## src/rtl/reg_names.sv

```systemverilog
// Shared register-file types: ABI register names, widths and the dump FSM state encoding.
package reg_names;

  localparam int DATA_WIDTH = 32;
  localparam int REG_COUNT  = 32;
  localparam int IDX_WIDTH  = 5;

  // RISC-V ABI names in architectural index order.
  typedef enum logic [IDX_WIDTH-1:0] {
    zero = 5'd0,  ra  = 5'd1,  sp  = 5'd2,  gp  = 5'd3,
    tp   = 5'd4,  t0  = 5'd5,  t1  = 5'd6,  t2  = 5'd7,
    s0   = 5'd8,  s1  = 5'd9,  a0  = 5'd10, a1  = 5'd11,
    a2   = 5'd12, a3  = 5'd13, a4  = 5'd14, a5  = 5'd15,
    a6   = 5'd16, a7  = 5'd17, s2  = 5'd18, s3  = 5'd19,
    s4   = 5'd20, s5  = 5'd21, s6  = 5'd22, s7  = 5'd23,
    s8   = 5'd24, s9  = 5'd25, s10 = 5'd26, s11 = 5'd27,
    t3   = 5'd28, t4  = 5'd29, t5  = 5'd30, t6  = 5'd31
  } regName_t;

  // Final register presented by a dump.
  localparam regName_t DUMP_LAST = t6;

  typedef enum logic [1:0] {
    IDLE = 2'd0,
    SEND = 2'd1,
    DONE = 2'd2
  } dumpState_t;

endpackage

```

## src/rtl/reg_dump_ctrl.sv

```systemverilog
// Dump sequencer: walks every register index once over a valid/ready stream
// and tells the register file which index to capture into the beat register.
//
// state | meaning
// IDLE  | waiting for dump_start
// SEND  | beat at dump_idx is valid, waiting for dump_ready
// DONE  | last beat accepted, dump_done pulses for this one cycle
import reg_names::*;

module reg_dump_ctrl (
  input  logic     clk,
  input  logic     rst,
  input  logic     dump_start,
  input  logic     dump_ready,
  output logic     dump_valid,
  output regName_t dump_idx,
  output logic     dump_busy,
  output logic     dump_done,
  output logic     load,
  output regName_t load_idx
);

  dumpState_t state;

  // Load strobe fires on the edge at which a new index becomes current, so
  // the captured data lines up with dump_idx with no bubble.
  always_comb begin
    load     = 1'b0;
    load_idx = zero;
    if (state == IDLE && dump_start) begin
      load     = 1'b1;
      load_idx = zero;
    end else if (state == SEND && dump_valid && dump_ready && dump_idx != DUMP_LAST) begin
      load     = 1'b1;
      load_idx = regName_t'(dump_idx + 5'd1);
    end
  end

  // Sequencer with registered handshake and status outputs.
  always_ff @(posedge clk or posedge rst) begin
    if (rst) begin
      state      <= IDLE;
      dump_valid <= 1'b0;
      dump_idx   <= zero;
      dump_busy  <= 1'b0;
      dump_done  <= 1'b0;
    end else begin
      case (state)
        IDLE: begin
          dump_done <= 1'b0;
          if (dump_start) begin
            state      <= SEND;
            dump_valid <= 1'b1;
            dump_busy  <= 1'b1;
            dump_idx   <= zero;
          end
        end
        SEND: begin
          if (dump_valid && dump_ready) begin
            if (dump_idx == DUMP_LAST) begin
              state      <= DONE;
              dump_valid <= 1'b0;
              dump_done  <= 1'b1;
            end else begin
              dump_idx <= regName_t'(dump_idx + 5'd1);
            end
          end
        end
        DONE: begin
          state     <= IDLE;
          dump_done <= 1'b0;
          dump_busy <= 1'b0;
        end
        default: begin
          state      <= IDLE;
          dump_valid <= 1'b0;
          dump_busy  <= 1'b0;
          dump_done  <= 1'b0;
        end
      endcase
    end
  end

endmodule

```

## src/rtl/reg_file.sv

```systemverilog
// Two-read, one-write register file with write-through bypass, hardwired x0,
// and a streaming dump port that snapshots each register as it is presented.
import reg_names::*;

module reg_file #(
  parameter int                    DATA_WIDTH = reg_names::DATA_WIDTH,
  parameter int                    REG_COUNT  = reg_names::REG_COUNT,
  parameter logic [DATA_WIDTH-1:0] SP_INIT    = 32'h0000_0FFC
) (
  input  logic                  clk,
  input  logic                  rst,
  input  regName_t              rs1,
  input  regName_t              rs2,
  output logic [DATA_WIDTH-1:0] rd_data1,
  output logic [DATA_WIDTH-1:0] rd_data2,
  input  logic                  wr_en,
  input  regName_t              rd,
  input  logic [DATA_WIDTH-1:0] wr_data,
  input  logic                  dump_start,
  output logic                  dump_valid,
  input  logic                  dump_ready,
  output regName_t              dump_idx,
  output logic [DATA_WIDTH-1:0] dump_data,
  output logic                  dump_busy,
  output logic                  dump_done
);

  logic [DATA_WIDTH-1:0] regs [REG_COUNT];
  logic                  load;
  regName_t              load_idx;

  // Value a reader should see this cycle: x0 reads zero, a pending write wins.
  function automatic logic [DATA_WIDTH-1:0] fwd(
    input regName_t              addr,
    input logic [DATA_WIDTH-1:0] stored,
    input logic                  w_en,
    input regName_t              w_addr,
    input logic [DATA_WIDTH-1:0] w_data
  );
    if (addr == zero)                return '0;
    if (w_en && w_addr == addr)      return w_data;
    return stored;
  endfunction

  // Register array; sp comes out of reset pointing at the top of the stack.
  always_ff @(posedge clk or posedge rst) begin
    if (rst) begin
      for (int i = 0; i < REG_COUNT; i++) begin
        regs[i] <= (i == int'(sp)) ? SP_INIT : '0;
      end
    end else if (wr_en && rd != zero) begin
      regs[rd] <= wr_data;
    end
  end

  // Combinational read ports with same-cycle write bypass.
  always_comb begin
    rd_data1 = fwd(rs1, regs[rs1], wr_en, rd, wr_data);
    rd_data2 = fwd(rs2, regs[rs2], wr_en, rd, wr_data);
  end

  // Beat register: captured only when a new index is loaded, so a stalled
  // beat stays frozen even if its register is overwritten meanwhile.
  always_ff @(posedge clk or posedge rst) begin
    if (rst) begin
      dump_data <= '0;
    end else if (load) begin
      dump_data <= fwd(load_idx, regs[load_idx], wr_en, rd, wr_data);
    end
  end

  reg_dump_ctrl u_dump_ctrl (
    .clk        (clk),
    .rst        (rst),
    .dump_start (dump_start),
    .dump_ready (dump_ready),
    .dump_valid (dump_valid),
    .dump_idx   (dump_idx),
    .dump_busy  (dump_busy),
    .dump_done  (dump_done),
    .load       (load),
    .load_idx   (load_idx)
  );

endmodule

```

## config.mk

```make
export PLATFORM = sky130hd
export DESIGN_NAME = reg_file
export DESIGN_NICKNAME = d
export VERILOG_FILES = /design/src/rtl/reg_names.sv /design/src/rtl/reg_dump_ctrl.sv /design/src/rtl/reg_file.sv
export SDC_FILE = /design/constraint.sdc
export NUM_CORES = 2
export LEC_CHECK = 0
export ABC_AREA = 0
export CAP_MARGIN = 5
export CELL_PAD_IN_SITES_DETAIL_PLACEMENT = 1
export CELL_PAD_IN_SITES_GLOBAL_PLACEMENT = 1
export CORE_ASPECT_RATIO = 1.25
export CORE_MARGIN = 3
export CORE_UTILIZATION = 25
export CTS_CLUSTER_DIAMETER = 200
export DETAILED_ROUTE_END_ITERATION = 12
export GPL_TIMING_DRIVEN = 0
export MAX_ROUTING_LAYER = met4
export PLACE_DENSITY_LB_ADDON = 0.1
export REMOVE_ABC_BUFFERS = 1
export SETUP_SLACK_MARGIN = 0.1
export SLEW_MARGIN = 20
export SYNTH_ARGS = -nofsm -noshare
export SYNTH_HDL_FRONTEND = slang
export SYNTH_SLANG_ARGS = --single-unit
```

## constraint.sdc

```tcl
create_clock -name clk -period 102.5 [get_ports clk]
set_input_delay 20.5 -clock clk [delete_from_list [all_inputs] [get_ports clk]]
set_output_delay 20.5 -clock clk [all_outputs]
set_load 0.02 [all_outputs]
```

### Word-level counts from Yosys, hierarchy flattened

Index checks and enable logic that the tools add are counted.

| storage, ports and cells | value |
|---|---|
| output and inout port bits | 104 |
| register bits | 1066 |
| word-level logic and storage cells | 137 |
| input port bits | 52 |

| operators by class | value |
|---|---|
| equal/unequal tests | 11 |
| multiplexer cells | 55 |
| bitwise gates (word level) | 6 |
| magnitude comparators | 5 |
| reduce and logical (&&, ||, !) cells | 21 |
| $add $sub $neg | 1 |

Operator list:

| operator | number |
|---|---|
| $bwmux 1024 | 1 |
| $mux 32 | 19 |
| $bmux 32 s5 | 3 |
| $demux 32 s5 | 1 |
| $mux 5 | 5 |
| $ge 6x6->1 const B | 4 |
| $not 5->6 | 4 |
| $mux 1 | 19 |
| $eq 5x5->1 | 3 |
| $logic_not 5->1 | 3 |
| $logic_and 1x1->1 | 10 |
| $pmux 5 s2 | 1 |
| $ne 2x2->1 const B | 4 |
| $reduce_and 4->1 | 2 |
| $lt 6x1->1 const B | 1 |
| $mux 2 | 3 |
| $add 5x1->5 const B | 1 |
| $eq 5x5->1 const B | 1 |
| $ne 5x5->1 const B | 1 |
| $reduce_bool 5->1 | 1 |
| $pmux 2 s2 | 1 |
| $reduce_and 2->1 | 2 |
| $pmux 1 s3 | 1 |
| $reduce_and 3->1 | 1 |
| other kinds (6) | 7 |

### Logic depth before layout (Yosys ltp)

| depth | value |
|---|---|
| depth after elaboration | 13 |
| depth in mapped cells | 14 |
| depth with buffers taken out | 10 |

### Cells and area by module

A second synthesis with hierarchy kept.

| second synthesis, totals | value |
|---|---|
| cells, all modules | 4474 |
| area total of the unflattened synthesis | 65714.3 µm² |

By module, submodules not included:

| module | sequential area each (µm²) | area each (µm²) | cells an instance | times used |
|---|---|---|---|---|
| reg_file | 26437.9 | 65205.0 | 4420 | 1 |
| reg_dump_ctrl | 250.2 | 509.2 | 54 | 1 |

### Worst setup path before layout

OpenSTA, ideal clock, no wires.

| path | value |
|---|---|
| path type | input port to output port |
| from | input port rs1[0] |
| to | output port rd_data1[20] |
| stages | 8 |
| data arrival time | 22572 ps |
| setup slack | 59428 ps |
| data required time | 82000 ps |
| cells stage by stage | buf_2 > buf_4 > buf_2 > buf_2 > mux4_2 > mux2i_1 > mux4_2 > a211oi_1 |

| on the way | value |
|---|---|
| cells in the longest elaborated chain, start to end | 6 |

RTL lines:

| element | RTL line | text |
|---|---|---|
| start: declaration | reg_file.sv:12 | `input regName_t rs1,` |
| $not 5->6 (implied by the code) or $eq 5x5->1 (tied branches) | reg_file.sv:58, reg_file.sv:41 |  |
| $bmux 32 s5 or $logic_and 1x1->1 (tied branches) | reg_file.sv:58, reg_file.sv:41 |  |
| $mux 32 (implied by the code) or $mux 1 (tied branches) (2 in a row) | reg_file.sv:58, reg_file.sv:41 |  |
| $mux 32 | reg_file.sv:42 | `return stored;` |
| $mux 32 (*) | reg_file.sv:41 | `if (w_en && w_addr == addr) return w_data;` |
| end: declaration | reg_file.sv:14 | `output logic [DATA_WIDTH-1:0] rd_data1,` |

Mark *: on every way between the ends. The rest lies on a longest branch, timed or not. The select of a mux whose other input is x is not followed.

### Worst setup path after layout

| path | value |
|---|---|
| from | input port rs2[1] |
| to | output port rd_data2[22] |

| on the way | value |
|---|---|
| cells in the longest elaborated chain, start to end | 6 |

RTL lines:

| element | RTL line | text |
|---|---|---|
| start: declaration | reg_file.sv:13 | `input regName_t rs2,` |
| $not 5->6 (implied by the code) or $eq 5x5->1 (tied branches) | reg_file.sv:59, reg_file.sv:41 |  |
| $bmux 32 s5 or $logic_and 1x1->1 (tied branches) | reg_file.sv:59, reg_file.sv:41 |  |
| $mux 32 (implied by the code) or $mux 1 (tied branches) (2 in a row) | reg_file.sv:59, reg_file.sv:41 |  |
| $mux 32 | reg_file.sv:42 |  |
| $mux 32 (*) | reg_file.sv:41 |  |
| end: declaration | reg_file.sv:15 | `output logic [DATA_WIDTH-1:0] rd_data2,` |

Marked as above.

==> qor.yml <==
logic_synthesis:
  syn_inst: 4811
  synth_area_leaders: "dfrtp_1, mux4_2, mux2_2"
  synthArstFlopShare: 1.00
  ys_ff_latch: 1066
  synthTopCellsByCount: "dfrtp_1, mux2_2, mux4_2, clkbuf_1, mux2i_1"
  synth_top_cell_by_area: "dfrtp_1"
  ys_seq_area_frac: 0.408
  synth_top_area_share: 0.404
  yosysMostFrequentCell: "dfrtp_1"
  ys_types: 76
  synth_edf_count: 0
  synth_area_um2: 65500
  yosysWarningCount: 0
  syn_avg_cell_area_um2: 13.6
  synthFlopType: "dfrtp_1"
route:
  ant_nets: 0
  finalWirelength_um: 305000
  drc: 0
  drtPass1Iterations: 7
  wl_per_cell_um: 36.6
  vias_per_cell: 5.63
  dr_total_vias: 47000
  drtIter0Drc: 3262
worst_setup_path:
  r2r-start: "u_dump_ctrl.dump_idx[0]$_DFFE_PP0P_"
  start_kind: "input port"
  r2r_cells: 15
  timing.critical_path.from: "rs2[1]"
  cpMaxStageDelayCell: "a211oi_1"
  worst-path-buf-inv: 5
  endpoint_kind: "primary output"
  rr_endpoint: "dump_data[4]$_DFFE_PP0P_"
  required_ns: 82.00
  critPathMaxFanout: 58
  critical_path.top_delay_family: "buffers and inverters"
  crit_top_cell: "buf_16"
  critPathCapture: "rd_data2[22]"
  path_cells: "buf_8 > buf_16 > buf_16 > xor2_1 > nor4_1 > nand3_4 > buf_12 > a211oi_1 > clkdlybuf4s50_1"
  worst-path-stages: 9
  cp.arrival_ns: 24.80
  max_stage_delay_ns: 0.80
  rrSetupSlack_ns: 96.98
  crit_type: "in -> out"
pwr:
  power.density_nw_per_um2: 21.1
  p_leak_nw: 31.9
  total_power_mw: 1.67
  vdd_drop_max_mv: 0.0105
die:
  dieHeight_um: 578
  core_area_um2: 260000
  fp-row-count: 209
  die_area_um2: 268000
  io_pins: 156
  initial_core_util: 0.252
  die_x_um: 464
timing:
  fin_crit_sh: 0.442
  worst_pin_slew_ns: 1.02
  finalCriticalPeriod_ns: 45.30
  maxSlewViolCount: 0
  setup_viol: 0
  slew_headroom: 0.313
  hold_viol: 0
  tns_ns: 0
  fin_hold_ws_ns: 0.419
  rsz0062_at_grt: "no"
  max_freq_mhz: 22.1
  finalClockSkew_ns: 0.0261
clock_tree:
  cts_tree: "yes"
  insertion_delay_ns: 0.80
  clock_sinks: 1066
  post-cts-setup-buffers: 0
  clkTransAtPathRegs_ns: 0.06
  root_buffer: "clkbuf_16"
  ctsResizeCount: 0
  htreeDepth: 4
  clk_path_buf_depth: 4
  numCtsBuffers: 144
  ctsHoldBuffers: 0
global_routing:
  overflow: 0
  antenna_found_initial: 12
  grt_usage: 0.231
  grt_max_degree: 96
  grt_pass1_wl_um: 428000
  grt_pass1_vias: 50000
cells_and_area:
  ff_latch_area_um2: 26700
  multi_input_area_um2: 36600
  nets: 4814
  syn_to_final_growth_pct: 20.4
  postLayoutCellArea_um2: 78800
  fillers: 27100
  drive_above_1_share: 0.454
  final_util: 0.303
run:
  drv_cap: 0
outcome:
  status: "complete, no violations"
hold_path:
  hold_class: "reg -> reg"
placed_design:
  io_buffers: 155
  dpl-instance-area_um2: 74200
  place_congestion: 0.703
  dp_hpwl_um: 201000
==> logic make-up after synthesis <==
family / count (synthesis) / share of synthesized area
adder cells (fa/ha/maj): 2 / 0.000382
flip-flops: 1066 / 0.408
AO/OA/AOI/OAI: 835 / 0.0937
multiplexers: 1917 / 0.428
buffers and inverters: 593 / 0.0393
XOR/XNOR: 15 / 0.00201
AND/OR/NAND/NOR: 383 / 0.0289
==> worst register-to-register path, cell delays in order, from the launching register on <==
cell and delay (ns):
dfrtp_4 0.63, buf_16 0.26, ha_1 0.43, and3_1 0.22, ha_1 0.21, nand3b_2 0.71
nor2_8 0.55, buf_12 0.28, buf_16 0.27, buf_12 0.27, buf_12 0.29, mux2i_1 0.23
a211oi_1 0.09, o311ai_0 0.44, and4_1 0.42, o21ai_1 0.12
==> layout by cell type (no fill, tap or decap), types with 27 or more instances in the layout <==
master,count
clkbuf_16,147
nand2_1,115
mux2_2,1022
buf_16,113
buf_2,32
a221oi_1,136
a21oi_1,79
a211oi_1,205
o21ai_0,106
mux2i_1,292
mux4_2,603
buf_12,69
a22oi_1,33
a21o_1,29
a222oi_1,30
clkbuf_8,38
clkdlybuf4s50_1,113
nor2_1,72
o22ai_1,36
nor2b_1,27
dfrtp_1,1055
==> area by class of cell <==
| cell class | instances | share of cell area |
|---|---|---|
| multi-input combinational | 3152 | 0.465 |
| sequential | 1066 | 0.339 |
| timing repair buffer | 391 | 0.0826 |
| tap | 3481 | 0.0552 |
| clock buffer | 210 | 0.0545 |
| clock inverter | 33 | 0.00395 |
| inverter | 5 | 0.000333 |
| antenna | 6 | 0.000190 |
==> state kept, by name, indices dropped and copies added (netlist names) <==
| name | flops |
|---|---|
| u_dump_ctrl.dump_idx | 5 |
| u_dump_ctrl.dump_done | 1 |
| u_dump_ctrl.dump_busy | 1 |
| u_dump_ctrl.state | 2 |
| regs | 1024 |
| u_dump_ctrl.dump_valid | 1 |
| dump_data | 32 |
==> where the power goes <==
group          switching, mW  total, mW  internal (mW)
Combinational          0.296      0.569          0.273
Clock                  0.208      0.510          0.302
Sequential            0.0842      0.587          0.503
Total                  0.588       1.67           1.08
==> worst min-delay path by stage <==
stage / start / to / cells past startpoint
floorplan: regs[1000]$_DFFE_PP0P_ / regs[1000]$_DFFE_PP0P_ / 0
global placement: regs[1010]$_DFFE_PP0P_ / regs[1010]$_DFFE_PP0P_ / 0
detailed placement: regs[1022]$_DFFE_PP0P_ / regs[1022]$_DFFE_PP0P_ / 0
CTS: regs[1015]$_DFFE_PP0P_ / regs[1015]$_DFFE_PP0P_ / 0
global route: regs[1015]$_DFFE_PP0P_ / regs[1015]$_DFFE_PP0P_ / 0
finish: regs[992]$_DFFE_PP0P_ / regs[992]$_DFFE_PP0P_ / 0
==> metal layers <==
layer  up-vias  track usage  routed length (um)
met5         -            -                   0
met4         0       0.0584                8410
met3       360       0.0246               11000
met2      1124        0.378              148000
met1     26400        0.306              138000
li1      19100            -                   -
==> metrics by stage <==
stage	setup slack, ns	cells
2_1_floorplan	52.01	4223
3_3_place_gp	6.19	7859
3_5_place_dp	57.10	8095
4_1_cts	57.08	8338
5_1_grt	56.97	8341
6_report	57.20	8344
Power figures use the tool's default switching activity.
